$ cat src/rtl/axi_ic_pkg.sv
// Shared interconnect types and sizes for the write-data scheduler.
// Entry layout grows len/beats fields when WR_SCHED_BEAT_CHECK_EN is defined.
package axi_ic_pkg;

  localparam int NUM_MST  = 2;
  localparam int NUM_SLV  = 2;
  localparam int SB_DEPTH = 4;

  localparam int MST_W = $clog2(NUM_MST);
  localparam int SLV_W = $clog2(NUM_SLV);
  localparam int PTR_W = $clog2(SB_DEPTH);

  typedef struct packed {
    logic             valid;
    logic             done;
    logic [MST_W-1:0] mst;
    logic [SLV_W-1:0] slv;
`ifdef WR_SCHED_BEAT_CHECK_EN
    logic [3:0]       len;
    logic [4:0]       beats;
`endif
  } sb_entry_t;

endpackage

$ cat src/rtl/wr_sched_elig.sv
// Combinational eligibility scan over the scoreboard, oldest entry first.
// Yields at most one grant per master and per slave, with the granted entry index.
module wr_sched_elig
  import axi_ic_pkg::*;
#(
  parameter int M     = NUM_MST,
  parameter int S     = NUM_SLV,
  parameter int DEPTH = SB_DEPTH
) (
  input  logic [DEPTH-1:0]            i_live,
  input  logic [DEPTH-1:0][MST_W-1:0] i_mst,
  input  logic [DEPTH-1:0][SLV_W-1:0] i_slv,
  input  logic [PTR_W-1:0]            i_head,
  output logic [M-1:0]                o_grant,
  output logic [M-1:0][SLV_W-1:0]     o_sel,
  output logic [M-1:0][PTR_W-1:0]     o_idx
);

  logic [M-1:0]     w_busy_mst;
  logic [S-1:0]     w_busy_slv;
  logic [PTR_W-1:0] w_idx;

  always_comb begin
    o_grant    = '0;
    o_sel      = '0;
    o_idx      = '0;
    w_busy_mst = '0;
    w_busy_slv = '0;
    w_idx      = '0;
    // Every older not-done entry reserves its master and slave, granted or not.
    for (int a = 0; a < DEPTH; a++) begin
      w_idx = i_head + PTR_W'(a);
      if (i_live[w_idx]) begin
        if (!w_busy_mst[i_mst[w_idx]] && !w_busy_slv[i_slv[w_idx]]) begin
          o_grant[i_mst[w_idx]] = 1'b1;
          o_sel[i_mst[w_idx]]   = i_slv[w_idx];
          o_idx[i_mst[w_idx]]   = w_idx;
        end
        w_busy_mst[i_mst[w_idx]] = 1'b1;
        w_busy_slv[i_slv[w_idx]] = 1'b1;
      end
    end
  end

endmodule

$ cat src/rtl/wr_data_scheduler.sv
// W-channel scheduler: age-ordered AW scoreboard driving crossbar W select/enable.
// Define WR_SCHED_BEAT_CHECK_EN to store AWLEN per entry and flag beat-count errors.
module wr_data_scheduler
  import axi_ic_pkg::*;
#(
  parameter int M     = NUM_MST,
  parameter int S     = NUM_SLV,
  parameter int DEPTH = SB_DEPTH
) (
  input  logic                 clk,
  input  logic                 clr,
  input  logic [S-1:0]         AW_accept_f,
  input  logic [S*MST_W-1:0]   AW_mst_f,
  input  logic [S*4-1:0]       AW_len_f,
  input  logic [M-1:0]         W_valid_f,
  input  logic [M-1:0]         W_last_f,
  input  logic [S-1:0]         W_ready_f,
  output logic [M-1:0]         W_grant_f,
  output logic [M*SLV_W-1:0]   W_sel_f,
  output logic                 AW_block_f,
  output logic [PTR_W:0]       occupancy,
  output logic                 err_f
);

  localparam logic [PTR_W:0] BLOCK_AT = (PTR_W+1)'(DEPTH - S);

  sb_entry_t                   r_ent [DEPTH];
  logic [PTR_W:0]              r_head, r_tail;
  logic                        r_err;

  logic [DEPTH-1:0]            w_live;
  logic [DEPTH-1:0][MST_W-1:0] w_mst;
  logic [DEPTH-1:0][SLV_W-1:0] w_slv;
  logic [M-1:0]                w_grant;
  logic [M-1:0][SLV_W-1:0]     w_sel;
  logic [M-1:0][PTR_W-1:0]     w_gidx;
  logic [M-1:0]                w_hs;
  logic [PTR_W-1:0]            w_head_idx;
  logic                        w_retire;
  logic [S-1:0][PTR_W-1:0]     w_alloc_idx;
  logic [PTR_W:0]              w_acc_cnt;
  sb_entry_t                   w_new [S];
  logic                        w_beat_err;

  always_comb begin
    for (int i = 0; i < DEPTH; i++) begin
      w_live[i] = r_ent[i].valid & ~r_ent[i].done;
      w_mst[i]  = r_ent[i].mst;
      w_slv[i]  = r_ent[i].slv;
    end
  end

  wr_sched_elig #(.M(M), .S(S), .DEPTH(DEPTH)) u_elig (
    .i_live  (w_live),
    .i_mst   (w_mst),
    .i_slv   (w_slv),
    .i_head  (w_head_idx),
    .o_grant (w_grant),
    .o_sel   (w_sel),
    .o_idx   (w_gidx)
  );

  assign w_head_idx = r_head[PTR_W-1:0];
  assign w_retire   = r_ent[w_head_idx].valid & r_ent[w_head_idx].done;

  always_comb begin
    w_hs = '0;
    for (int m = 0; m < M; m++)
      w_hs[m] = w_grant[m] & W_valid_f[m] & W_ready_f[w_sel[m]];
  end

  // Simultaneous accepts take consecutive slots in ascending slave order.
  always_comb begin
    w_acc_cnt = '0;
    for (int s = 0; s < S; s++) begin
      w_alloc_idx[s] = r_tail[PTR_W-1:0] + w_acc_cnt[PTR_W-1:0];
      w_acc_cnt      = w_acc_cnt + (PTR_W+1)'(AW_accept_f[s]);
      w_new[s]       = '0;
      w_new[s].valid = 1'b1;
      w_new[s].mst   = AW_mst_f[s*MST_W +: MST_W];
      w_new[s].slv   = SLV_W'(s);
`ifdef WR_SCHED_BEAT_CHECK_EN
      w_new[s].len   = AW_len_f[s*4 +: 4];
`endif
    end
  end

`ifdef WR_SCHED_BEAT_CHECK_EN
  always_comb begin
    w_beat_err = 1'b0;
    for (int m = 0; m < M; m++) begin
      if (w_hs[m]) begin
        if (W_last_f[m] && (r_ent[w_gidx[m]].beats != {1'b0, r_ent[w_gidx[m]].len}))
          w_beat_err = 1'b1;
        if (!W_last_f[m] && (r_ent[w_gidx[m]].beats >= {1'b0, r_ent[w_gidx[m]].len}))
          w_beat_err = 1'b1;
      end
    end
  end
`else
  logic w_unused_len;
  assign w_unused_len = ^AW_len_f;
  assign w_beat_err   = 1'b0;
`endif

  always_ff @(posedge clk or negedge clr) begin
    if (!clr) begin
      for (int i = 0; i < DEPTH; i++) r_ent[i] <= '0;
      r_head <= '0;
      r_tail <= '0;
      r_err  <= 1'b0;
    end else begin
      for (int m = 0; m < M; m++) begin
        if (w_hs[m]) begin
          if (W_last_f[m]) r_ent[w_gidx[m]].done <= 1'b1;
`ifdef WR_SCHED_BEAT_CHECK_EN
          if (r_ent[w_gidx[m]].beats != 5'h1f)
            r_ent[w_gidx[m]].beats <= r_ent[w_gidx[m]].beats + 5'd1;
`endif
        end
      end
      // A granted entry is never done, so retire and beat updates never share a slot.
      if (w_retire) begin
        r_ent[w_head_idx] <= '0;
        r_head            <= r_head + (PTR_W+1)'(1);
      end
      if (|AW_accept_f) begin
        if (AW_block_f) begin
          r_err <= 1'b1;
        end else begin
          for (int s = 0; s < S; s++)
            if (AW_accept_f[s]) r_ent[w_alloc_idx[s]] <= w_new[s];
          r_tail <= r_tail + w_acc_cnt;
        end
      end
      if (w_beat_err) r_err <= 1'b1;
    end
  end

  assign occupancy  = r_tail - r_head;
  assign AW_block_f = occupancy > BLOCK_AT;
  assign W_grant_f  = w_grant;
  assign W_sel_f    = w_sel;
  assign err_f      = r_err;

endmodule

$ cat config.mk
export PLATFORM = sky130hd
export DESIGN_NAME = wr_data_scheduler
export DESIGN_NICKNAME = d
export VERILOG_FILES = /design/src/rtl/axi_ic_pkg.sv /design/src/rtl/wr_sched_elig.sv /design/src/rtl/wr_data_scheduler.sv
export SDC_FILE = /design/constraint.sdc
export NUM_CORES = 1
export LEC_CHECK = 0
export CAP_MARGIN = 20
export CORE_ASPECT_RATIO = 1.4
export CORE_MARGIN = 3
export CORE_UTILIZATION = 36
export CTS_CLUSTER_SIZE = 10
export DETAILED_ROUTE_END_ITERATION = 12
export PLACE_DENSITY = 0.64
export SYNTH_ARGS = -nofsm -noshare
export SYNTH_HDL_FRONTEND = slang
export SYNTH_SLANG_ARGS = --single-unit
$ cat constraint.sdc
create_clock -name clk -period 7.66 [get_ports clk]
set_clock_uncertainty 0.05 [all_clocks]
set_input_delay 1.532 -clock clk [delete_from_list [all_inputs] [get_ports clk]]
set_output_delay 1.532 -clock clk [all_outputs]
set_load 0.05 [all_outputs]
# After elaboration in Yosys (flattened, before gate mapping)
# Index checks and enable logic that the tools add are counted.
word_totals:
  inputBits: 20
  regBits: 23
  word_cells: 244
classes:
  addsub: 8
  reduce_logical: 27
  bitwise_logic: 30
  n_lt_le_gt_ge: 32
  mux: 128
op_table:
  columns: ["operator", "n"]
  rows:
  - ["$mux W16", 11]
  - ["$bwmux W16", 4]
  - ["$mux W2", 26]
  - ["$mux W4", 13]
  - ["$demux W4 S2", 5]
  - ["$mux W1", 37]
  - ["$bmux W1 S2", 12]
  - ["$lt A1 B2 Y1 const B", 10]
  - ["$and A16 B16 Y16", 1]
  - ["$logic_and A1 B1 Y1", 16]
  - ["$not A16 Y16", 1]
  - ["$ge A3 B3 Y1 const B", 5]
  - ["$lt A3 B1 Y1 const B", 5]
  - ["$not A2 Y3", 5]
  - ["$or A2 B2 Y2", 7]
  - ["$bwmux W4", 3]
  - ["$lt A2 B3 Y1 const B", 4]
  - ["$and A1 B1 Y1", 9]
  - ["$bmux W4 S2", 1]
  - ["$demux W2 S1", 4]
  - ["$logic_not A1 Y1", 8]
  - ["$demux W1 S1", 7]
  - ["$ge A1 B1 Y1 const B", 7]
  - ["$bwmux W2", 3]
  - ["other kinds (14)", 21]

# Depth between registers and ports, before layout
# Gate-level depths: netlist of run 1.
depth:
  word_depth: 40
  mapped_depth: 12
  mapped_depth_nobuf: 11

# By module
# From an unflattened synthesis of run 1, not the netlist that was laid out.
hier_totals:
  cells_unflattened: 284
  hier_area_um2: 2597.5
modules_own_cells:
  columns: ["mod", "cells_per_inst", "area_each_um2", "instances", "seq_area_each_um2"]
  rows:
  - ["wr_data_scheduler", 146, 1473.9, 1, 575.6]
  - ["wr_sched_elig", 138, 1123.6, 1, 0.0]

# Worst setup path after synthesis of run 1
# OpenSTA, ideal clock, no wires.
synth_timing:
  path_type: "reg-to-output"
  startpoint: "register r_head[0]"
  endpoint: "output port W_grant_f[1]"
  path_stages_with_launch: 11
  t_arrival_ns: 2.764
  t_required_ns: 6.078
  slack_ns: 3.314
  n_path_buf: 2
  cell_sequence: "dfrtp_1 buf_6 inv_2 ha_1 buf_6 mux4_2 xor2_1 a21oi_2 a211oi_4 and3_4 or3_1"
synth_rtl:
  columns: ["item", "line_no", "source"]
  rows:
  - ["start, declared", "wr_data_scheduler.sv:28", "logic [PTR_W:0] r_head, r_tail;"]
  - ["start signal, assigned", "wr_data_scheduler.sv:125", "r_head <= r_head + (PTR_W+1)'(1);"]
  - ["$add A2 B2 Y2 (*)", "wr_sched_elig.sv:32", "w_idx = i_head + PTR_W'(a);"]
  - ["net u_elig.w_idx[0]", "wr_sched_elig.sv:21", "logic [PTR_W-1:0] w_idx;"]
  - ["$bmux W1 S2", "wr_sched_elig.sv:34, wr_sched_elig.sv:35", null]
  - ["$mux W1 (not written as such)", "wr_sched_elig.sv:34, wr_sched_elig.sv:35", null]
  - ["$lt A1 B2 Y1 (not written as such) / $ge A1 B1 Y1 (equally long branches)", "wr_sched_elig.sv:35", "o_grant[i_mst[w_idx]] = 1'b1;"]
  - ["$logic_and A1 B1 Y1 (not written as such)", "wr_sched_elig.sv:35", null]
  - ["$mux W1 (not written as such)", "wr_sched_elig.sv:35", null]
  - ["$demux W1 S1", null, null]
  - ["$or A2 B2 Y2 (no source line)", null, null]
  - ["$mux W2", "wr_sched_elig.sv:34", "if (!w_busy_mst[i_mst[w_idx]] && !w_busy_slv[i_slv[w_idx]]) begin"]
  - ["$mux W2 (*)", "wr_sched_elig.sv:33", "if (i_live[w_idx]) begin"]
  - ["end, declared", "wr_data_scheduler.sv:18", "output logic [M-1:0] W_grant_f,"]
# The timed path passes the listed nets; every way through them passes the cells marked *. The select of a mux whose other input is x is not followed.

# Final worst setup path of run 1
layout_timing:
  startpoint: "register r_head[1]"
  endpoint: "output port W_sel_f[1]"
layout_between:
  elab_chain_len: 19
layout_rtl:
  columns: ["item", "line_no", "source"]
  rows:
  - ["branches (longest 18 deep; another with $add A2 B1 Y2)", null, null]
  - ["$mux W2 (*)", "wr_sched_elig.sv:33", null]
  - ["end, declared", "wr_data_scheduler.sv:19", "output logic [M*SLV_W-1:0] W_sel_f,"]
# Every way passes the cells marked *. The select of a mux whose other input is x is not followed.

==> impl_summary.log, run 1 <==
INFO  metric largest_net_degree_at_the_start_of_global_routing = 33
INFO  metric critical_path_required = 6.08 ns
INFO  metric fillerInstances = 654
INFO  metric grtUsageMet2 = 0.286
INFO  metric globalRouteTotalUtil = 0.159
INFO  metric worstPathBufferInverterCount = 3
INFO  metric startpoint_type = register
INFO  metric grt_setup_unrepaired = no
INFO  metric yosys.area_share.adder = 0.0516
INFO  metric io_pins = 29
INFO  metric timing.final.setup_violations = 0
INFO  metric synth_mux_area_frac = 0.181
INFO  metric post_cts_sizing = 0
INFO  metric place_area = 0.00273 sq mm
INFO  metric number_of_nets_with_antenna_violations_after_detailed_routing = 0
INFO  metric end_kind = output pin
INFO  metric first_pass_grt_wire_length = 10500 microns
INFO  metric fin_nets = 313
INFO  metric viasPerCell = 5.74
INFO  metric timing.final.hold_violations = 0
INFO  metric worst-endpoint-arrival = 4.33 ns
INFO  metric synth_warnings = 0
INFO  metric critical_path_class = reg2out
INFO  metric slowest_stage_cell_cp = sky130_fd_sc_hd__clkdlybuf4s50_1
INFO  metric seq_area_frac_synth = 0.233
INFO  metric die_w = 76.1 microns
INFO  metric core = 0.00661 sq mm
INFO  metric insertedDiodeCount = 0
INFO  metric gp_congestion = 0.839
INFO  metric drtPass1Iterations = 6
INFO  metric vias = 2154
INFO  metric clock-sinks = 23
INFO  metric yosys.cell_types.count = 60
INFO  metric nets_in_the_synthesized_netlist = 296
INFO  metric critical_path.most_common_cell = sky130_fd_sc_hd__inv_1
INFO  metric fin_setup_tns = 0 ns
INFO  metric synth.cell_area = 0.00247 sq mm
INFO  metric h_tree_depth = 1
INFO  metric number_of_flops_mapped_to_enable_cells_by_yosys = 0
INFO  metric timing.final.max_slew_violations = 0
INFO  metric max-cap-violations = 0
INFO  metric dp.final_hpwl = 4920 microns
INFO  metric number_of_drc_markers_in_iteration_0 = 122
INFO  metric area.growth.synth_to_final = 13.3%
INFO  metric final_instance_area = 0.00280 sq mm
INFO  metric first_global_vias = 2147
INFO  metric layout_min_cycle_time = 5.91 ns
INFO  metric clock_insertion_delay_worst_skew = 0.26 ns
INFO  metric relative_slew_slack = 0.582
INFO  metric core.rowCount = 35
INFO  metric cts.path.max_buffers = 2
INFO  metric cts_root_buf = sky130_fd_sc_hd__clkbuf_8
INFO  metric cp_max_fo = 16
INFO  metric cts_buffers = 3
INFO  metric synth_top_family_by_area = compound AO/OA/AOI/OAI gates
INFO  metric synth_area_per_cell = 9.26 sq um
INFO  metric worst_setup_path_startpoint = r_head[1]
INFO  metric netlist_instances = 267
INFO  metric hold_class = reg2reg
INFO  metric io_buffers = 20
INFO  metric wirelength = 6130 microns
INFO  metric tightestPinTransition = 0.628 ns
INFO  metric die_height = 104 microns
INFO  metric detail_route.wl_per_cell = 16.4 microns
INFO  metric grt_antenna_before_repair = 0
INFO  metric start_util = 0.374
INFO  metric synth_compound_area_frac = 0.204
INFO  metric synth-async-reset-ratio = 1.00
INFO  metric ctsHoldBuffers = 0
INFO  metric use_met3 = 0.0121
INFO  metric busiest_layer = met2
INFO  metric cts_tree = built
INFO  metric path_delay_family = buffers and inverters
INFO  metric clk_pin_slew_worst_paths = 0.07 ns
INFO  metric synth_xor_area_frac = 0.0840
INFO  metric use_met1 = 0.188
INFO  metric worstHoldStart = err_f
INFO  metric final_layout_size_suffix_gt1_frac = 0.127
INFO  metric remaining_drc_errors = 0
INFO  metric ys.flop_type = sky130_fd_sc_hd__dfrtp_1
INFO  metric run_status = finished clean
INFO  metric global_route.overflow_total = 0
INFO  metric dieArea = 0.00792 sq mm
INFO  metric final_min_period_over_clock_period = 0.772
INFO  metric timing.critical_path.slowest_cell_delay = 0.79 ns
INFO  metric postCtsSetupBuffers = 0
INFO  metric cp_cell_sequence = inv_1 > ha_1 > mux4_1 > xnor2_2 > o21ai_2 > and4_1 > a211oi_4 > inv_1 > clkdlybuf4s50_1
INFO  metric worst_r2r_startpoint = r_head[1]
INFO  metric clock.fmax = 0.169 GHz
INFO  metric ys_seq_elements = 23
INFO  metric synth_simple_gate_area_frac = 0.197
[layer usage]
layer  wire length, microns  part of all wire  vias up
li1                       -                 -     1029
met1                   2480              0.40     1055
met2                   3180              0.52       49
met3                    164             0.027       21
met4                    308             0.050        0
met5                      0                 0        -
[Yosys cell counts, drive strengths merged, types with 3 or more instances]
| cell | number | area share |
|---|---|---|
| and2 | 4 | 0.010 |
| mux2i | 8 | 0.034 |
| ha | 7 | 0.035 |
| mux4 | 14 | 0.13 |
| buf | 8 | 0.024 |
| nor2b | 6 | 0.015 |
| inv | 15 | 0.023 |
| a211oi | 5 | 0.030 |
| nor3 | 10 | 0.020 |
| a21oi | 13 | 0.028 |
| mux2 | 4 | 0.018 |
| nor4b | 4 | 0.014 |
| nor2 | 16 | 0.024 |
| o21bai | 3 | 0.0091 |
| xnor2 | 14 | 0.056 |
| dfrtp | 23 | 0.23 |
| and3 | 4 | 0.012 |
| a21o | 3 | 0.0091 |
| nand3 | 6 | 0.012 |
| xor2 | 8 | 0.028 |
| and4 | 3 | 0.012 |
| o21ai | 19 | 0.040 |
| nand2b | 7 | 0.018 |
| nand4 | 4 | 0.010 |
| nand2 | 29 | 0.044 |
[path summary, 6_finish.rpt]
check,endpoint,slack (ns),cells after the start
max in group asynchronous,r_head[1],5.75,2
hold / removal,err_f,0.43,1
setup reg to reg,r_ent[6],3.62,10
min in group asynchronous,err_f,1.44,1
setup / recovery,W_sel_f[1],1.75,9
hold reg to reg,err_f,0.43,1
[flip-flops by register name, indices dropped and copies added, names as in the netlist]
signal and count:
r_ent 16, r_head 3, r_tail 3, err_f 1
[layout make-up]
class                      count  area, sq um  area share
multi-input combinational    219         1780       0.633
timing repair buffer          22          235      0.0839
inverter                      15         56.3      0.0201
sequential                    23          576       0.205
clock buffer                   4         45.0      0.0161
tap                           92          115      0.0411
[worst reg2reg max path, delay by kind of cell (launching register included)]
kind,cells,cell delay [ns]
AND/OR/NAND/NOR,2,0.47
adder cells (fa/ha/maj),1,0.67
XOR/XNOR,1,0.17
multiplexers,1,0.73
flip-flops,1,0.75
buffers and inverters,1,0.26
AO/OA/AOI/OAI,4,0.90
[cell usage in the layout (no fill, tap or decap), types with 3 or more instances in the layout]
master	synthesis	layout
sky130_fd_sc_hd__nand2_1	29	29
sky130_fd_sc_hd__dfrtp_1	23	23
sky130_fd_sc_hd__clkdlybuf4s50_1	0	20
sky130_fd_sc_hd__o21ai_0	17	17
sky130_fd_sc_hd__nor2_1	16	16
sky130_fd_sc_hd__inv_1	13	13
sky130_fd_sc_hd__mux4_2	13	13
sky130_fd_sc_hd__xnor2_1	12	12
sky130_fd_sc_hd__a21oi_1	12	12
sky130_fd_sc_hd__nor3_1	10	10
sky130_fd_sc_hd__xor2_1	8	8
sky130_fd_sc_hd__nand2b_1	7	7
sky130_fd_sc_hd__mux2i_1	7	7
sky130_fd_sc_hd__ha_1	7	7
sky130_fd_sc_hd__nor2b_1	6	6
sky130_fd_sc_hd__nand3_1	6	6
sky130_fd_sc_hd__and2_1	4	4
sky130_fd_sc_hd__nand4_1	4	4
sky130_fd_sc_hd__nor4b_1	4	4
sky130_fd_sc_hd__a211oi_4	3	3
sky130_fd_sc_hd__and3_1	3	3
sky130_fd_sc_hd__mux2_2	3	3
sky130_fd_sc_hd__a21o_1	3	3
sky130_fd_sc_hd__o21bai_1	3	3
sky130_fd_sc_hd__clkbuf_8	0	3
[through the flow]
stage | hold WS (ns) | setup WS, ns | utilization | instances
floorplan | 0.415 | 3.31 | - | 267
global placement | 0.415 | 2.02 | 0.413 | 370
detailed placement | 0.418 | 2.01 | 0.413 | 370
CTS | 0.436 | 1.73 | 0.420 | 374
global route | 0.469 | 1.50 | 0.424 | 375
finish | 0.433 | 1.75 | 0.424 | 375
[logic make-up after synthesis]
kind of cell / count (synthesis)
and+or+nand+nor: 95
DFF: 23
adders and majority gates: 9
xor gates and xnor gates: 22
buffers and inverters: 25
muxes: 26
AOI/OAI and AO/OA: 67
Power of run 1 is not shown: default switching activity piles up to over one toggle a cycle in this logic, so the estimate is an artifact.
==> run 2, diff against run 1 <==
--- a/config.mk
+++ b/config.mk
@@ -11,7 +11,7 @@
 export CORE_UTILIZATION = 36
 export CTS_CLUSTER_SIZE = 10
 export DETAILED_ROUTE_END_ITERATION = 12
-export PLACE_DENSITY = 0.64
+export PLACE_DENSITY = 0.66
 export SYNTH_ARGS = -nofsm -noshare
 export SYNTH_HDL_FRONTEND = slang
 export SYNTH_SLANG_ARGS = --single-unit
==> constraint.sdc (replaced) <==
create_clock -name clk -period 5.4 [get_ports clk]
set_clock_uncertainty 0.05 [all_clocks]
set_input_delay 1.08 -clock clk [delete_from_list [all_inputs] [get_ports clk]]
set_output_delay 1.08 -clock clk [all_outputs]
set_load 0.05 [all_outputs]
==> impl_summary.log, run 2 (synthesis results as in run 1) <==
INFO  metric run_status = finished clean
INFO  metric timing.final.setup_violations = 0 (unchanged)
INFO  metric ctsHoldBuffers = 0 (unchanged)
INFO  metric detail_route.wl_per_cell = 15.7 microns (-3.7%)
INFO  metric dp.final_hpwl = 4910 microns (-0.19%)
INFO  metric remaining_drc_errors = 0 (unchanged)
INFO  metric startpoint_type = register
INFO  metric final_min_period_over_clock_period = 0.816
INFO  metric hold_class = reg2reg
INFO  metric clock.fmax = 0.227 GHz
INFO  metric critical_path_required = 4.27 ns (-1.81 ns)
INFO  metric number_of_drc_markers_in_iteration_0 = 133 (+9.0%)
INFO  metric io_buffers = 20 (unchanged)
INFO  metric first_pass_grt_wire_length = 10200 microns (-2.8%)
INFO  metric tightestPinTransition = 0.539 ns (-0.0884 ns)
INFO  metric clock_insertion_delay_worst_skew = 0.26 ns (about the same)
INFO  metric first_global_vias = 2091 (-2.6%)
INFO  metric io_pins = 29 (unchanged)
INFO  metric start_util = 0.374 (unchanged)
INFO  metric final_layout_size_suffix_gt1_frac = 0.144 (+0.0172)
INFO  metric fin_nets = 314 (+0.32%)
INFO  metric layout.cells.most_common = sky130_fd_sc_hd__nand2_1
INFO  metric drtPass1Iterations = 4 (-2)
INFO  metric globalRouteTotalUtil = 0.154 (-0.00451)
INFO  metric max-cap-violations = 0 (unchanged)
INFO  metric number_of_nets_with_antenna_violations_after_detailed_routing = 0 (unchanged)
INFO  metric global_route.overflow_total = 0 (unchanged)
INFO  metric area.growth.synth_to_final = 15.1%
INFO  metric largest_register_ff_count = 16 (unchanged)
INFO  metric die_height = 104 microns (unchanged)
INFO  metric use_met3 = 0.00867 (-0.00347)
INFO  metric timing.final.hold_violations = 0 (unchanged)
INFO  metric viasPerCell = 5.56 (-3.2%)
INFO  metric biggest_registers_after_layout = r_ent (16), r_head (3), r_tail (3)
INFO  metric core = 0.00661 sq mm (unchanged)
INFO  metric clk_pin_slew_worst_paths = 0.08 ns (about the same)
INFO  metric dieArea = 0.00792 sq mm (unchanged)
INFO  metric use_met1 = 0.189 (+0.000754)
INFO  metric grt_setup_unrepaired = no
INFO  metric relative_slew_slack = 0.638 (+0.0561)
INFO  metric most-common-layout-cells = 29 x sky130_fd_sc_hd__nand2_1, 23 x sky130_fd_sc_hd__dfrtp_1, 17 x sky130_fd_sc_hd__o21ai_0
INFO  metric cp_max_fo = 11 (-5)
INFO  metric h_tree_depth = 1 (unchanged)
INFO  metric postCtsSetupBuffers = 0 (unchanged)
INFO  metric die_w = 76.1 microns (unchanged)
INFO  metric timing.final.max_slew_violations = 0 (unchanged)
INFO  metric end_kind = output pin
INFO  metric largest_net_degree_at_the_start_of_global_routing = 30 (-9.1%)
INFO  metric layout_min_cycle_time = 4.40 ns
INFO  metric core.rowCount = 35 (unchanged)
INFO  metric gp_congestion = 0.889 (+6.0%)
INFO  metric cts_root_buf = sky130_fd_sc_hd__clkbuf_8
INFO  metric cts_tree = built
INFO  metric grt_antenna_before_repair = 0 (unchanged)
INFO  metric registers.top_by_ff_count = r_ent
INFO  metric critical_path_class = reg2out
INFO  metric clock-sinks = 23 (unchanged)
INFO  metric busiest_layer = met2
INFO  metric post_cts_sizing = 0 (unchanged)
INFO  metric worst-endpoint-arrival = 3.27 ns (-1.06 ns)
INFO  metric wirelength = 5920 microns (-3.5%)
INFO  metric cts_buffers = 3 (unchanged)
INFO  metric cts.path.max_buffers = 2 (unchanged)
INFO  metric insertedDiodeCount = 0 (unchanged)
INFO  metric vias = 2090 (-3.0%)
INFO  metric grtUsageMet2 = 0.282 (-0.00444)
INFO  metric fin_setup_tns = 0 ns (unchanged)
## run 2: area by class of cell
type                            instances  area [sq um]
Clock buffer                            4          45.0
Fill cell                             660          3760
Inverter                               15          56.3
Multi-Input combinational cell        219          1780
Sequential cell                        23           576
Tap cell                               92           115
Timing Repair Buffer                   23           280
## run 2: path summary, 6_finish.rpt
path | from | end | slack [ns] | depth (start not counted)
max | r_head[0] | W_grant_f[1] | 1.0 | 8
min | err_f | err_f | 0.44 | 1
max reg2reg | r_head[0] | r_ent[6] | 1.85 | 10
min reg2reg | err_f | err_f | 0.44 | 1
max in group asynchronous | clr | r_tail[1] | 4.01 | 2
min in group asynchronous | clr | r_ent[9] | 0.94 | 1
## run 2: critical path, cell delays in order (launching register included)
cell                      delay [ns]
sky130_fd_sc_hd__dfrtp_1        0.41
sky130_fd_sc_hd__inv_2          0.14
sky130_fd_sc_hd__ha_1           0.63
sky130_fd_sc_hd__mux4_1         0.73
sky130_fd_sc_hd__xnor2_2        0.18
sky130_fd_sc_hd__o21ai_2        0.13
sky130_fd_sc_hd__and3_1         0.21
sky130_fd_sc_hd__or3_1          0.40
sky130_fd_sc_hd__buf_12         0.17
## run 2: metal layers
metal / part of all wire / routed length [microns]
met4: 0.032 / 188
met1: 0.40 / 2380
met3: 0.034 / 199
met5: 0 / 0
met2: 0.53 / 3150
## run 2: per-stage QoR
step	hold WS [ns]	cell area, sq um	utilization	worst slack (ns)	cells
floorplan	0.415	2470	-	1.51	267
global placement	0.422	2780	0.420	1.29	371
detailed placement	0.427	2780	0.420	1.27	371
CTS	0.446	2820	0.427	0.964	375
global route	0.470	2850	0.431	0.770	376
finish	0.440	2850	0.431	0.996	376
Power of run 2 is left out for the same reason.
==> RTL edit, RTL diff (flow settings as in run 1) <==
The package constant `SB_DEPTH` goes from 4 to 2.
--- a/src/rtl/axi_ic_pkg.sv
+++ b/src/rtl/axi_ic_pkg.sv
@@ -5,5 +5,5 @@
   localparam int NUM_MST  = 2;
   localparam int NUM_SLV  = 2;
-  localparam int SB_DEPTH = 4;
+  localparam int SB_DEPTH = 2;
 
   localparam int MST_W = $clog2(NUM_MST);
Interface: changed (resized occupancy); port bits go from 29 to 28. The function was not compared with the original's and may differ.
==> RTL edit against run 1 <==
Non-clock buffer count decreased by 3. Design area decreased by 55%. Setup slack improved by 1.6 ns. Routed wire length decreased by 63%. Sequential cell count decreased by 10. Synthesized area decreased by 58%. Critical endpoint is now AW_block_f. Largest cell class unchanged. Highest routed layer unchanged.
Power is not shown: default switching activity piles up to over one toggle a cycle in this logic, so the estimate is an artifact.
==> RTL edit: results (changes against run 1) <==
status=complete, no violations (unchanged); Reg2Reg Depth=6 (was 10); Net count, final=158 (was 313); per-cell routed wire length=13.3 um (was 16.4 um); setup bufs post-CTS=0 (unchanged); root buf cell=clkbuf_4 (was clkbuf_8); min-delay src=err_f$_DFFE_PN0P_ (unchanged); synth cell count leaders=nand2_1, dfrtp_1, a21oi_1, nand3_1, xnor2_1 (was nand2_1, dfrtp_1, o21ai_0); 1st-pass router iterations=4 (was 6); Min-Delay Path Class=reg2reg (unchanged); clock latency on the worst-skew pair=0.28 ns (was 0.26 ns); end of the critical path=AW_block_f (was W_sel_f[1]); Synth Net Count=139 (was 296); vias in the first global route=926 (was 2147); Synth Flop Type=dfrtp_1 (unchanged); met3 GRT Util=2.15% (was 1.21%); fraction of layout cells with a size suffix above 1=8.96% (was 12.7%); Largest stage delay, worst path=0.73 ns (was 0.79 ns); R2R Path Start=r_head[0]$_DFFE_PN0P_ (was r_head[1]$_DFFE_PN0P_); WP data arrival=2.73 ns (was 4.33 ns); Crit. Startpoint=r_head[0]$_DFFE_PN0P_ (was r_head[1]$_DFFE_PN0P_); crit-path max FO=11 (was 16); GRT met2 Usage=23.9% (was 28.6%); Iter 0 DRT Violations=12 (was 122); PortBufs=19 (was 20); biggest regs=r_ent x8, r_head x2, r_tail x2 (was r_ent x16, r_head x3, r_tail x3); internal reg-to-reg setup slack=5.43 ns (was 3.62 ns); largest cells by area after synthesis=dfrtp_1, nand2_1, xnor2_1, a21oi_1, nand3_1 (was dfrtp_1, mux4_2, nand2_1, xnor2_1, ha_1); global-route wire length before repair=3910 um (was 10500 um); total track usage=14.1% (was 15.9%); largest net degree at the start of global routing=14 (was 33); GP Congestion=0.850 (was 0.839); max_slew headroom=61.7% (was 58.2%); vias per std cell=5.46 (was 5.74); Filler Cells Inserted=273 (was 654); TritonCTS buffer count=3 (unchanged); post-synthesis sequential area ratio=31.2% (was 23.3%); post-DP HPWL=1800 um (was 4920 um); H-tree Lvls=1 (unchanged); RR Endpoint=r_ent[6]$_DFF_PN0_ (unchanged); met1 GRT Util=15.5% (was 18.8%); Unique masters post-synth=41 (was 60); Max clock buf depth=2 (unchanged)
-- RTL edit: changes by cell type after synthesis, sizes merged, moves of 5 or more --
cell	run 1	this run
inv	15	4
o21ai	19	7
a21oi	13	7
dfrtp	23	13
mux4	14	0
nand2	29	14
xnor2	14	6
nor3	10	0
nor2	16	3
mux2i	8	3
xor2	8	2
ha	7	2
-- RTL edit: stage by stage --
step,hold WS (ns),instance area [um2],instances,util (%),setup slack [ns]
2_1_floorplan,0.416,1040,116,-,4.40
3_3_place_gp,0.408,1250,166,46.2,3.67
3_5_place_dp,0.415,1250,166,46.2,3.66
4_1_cts,0.436,1270,170,47.2,3.34
5_1_grt,0.468,1270,170,47.2,3.21
6_report,0.427,1270,170,47.2,3.35
-- RTL edit: cell families (layout without fill, tap and decap cells) --
family                   count (synthesis)  in the layout  synth area share, %
AO/OA/AOI/OAI                           30             30                 21.1
XOR/XNOR                                 8              8                 6.72
adder cells (fa/ha/maj)                  3              3                 4.32
buffers and inverters                    9             27                 4.32
flip-flops                              13             13                 31.2
multiplexers                             5              5                 5.40
AND/OR/NAND/NOR                         48             48                 26.9
-- RTL edit: layer usage --
| metal | vias to the layer above | wire (um) | share of wire (%) |
|---|---|---|---|
| li1 | 454 | - | - |
| met1 | 432 | 942 | 42 |
| met2 | 32 | 1100 | 48 |
| met3 | 11 | 124 | 5.5 |
| met4 | 0 | 102 | 4.5 |
| met5 | - | 0 | 0 |
-- RTL edit: area by class of cell --
| class | count | area [um2] | share of cell area [%] |
|---|---|---|---|
| Clock buffer | 4 | 26.3 | 2.06 |
| Inverter | 4 | 15.0 | 1.18 |
| Multi-Input combinational cell | 94 | 672 | 52.8 |
| Sequential cell | 13 | 325 | 25.5 |
| Tap cell | 36 | 45.0 | 3.54 |
| Timing Repair Buffer | 19 | 190 | 14.9 |
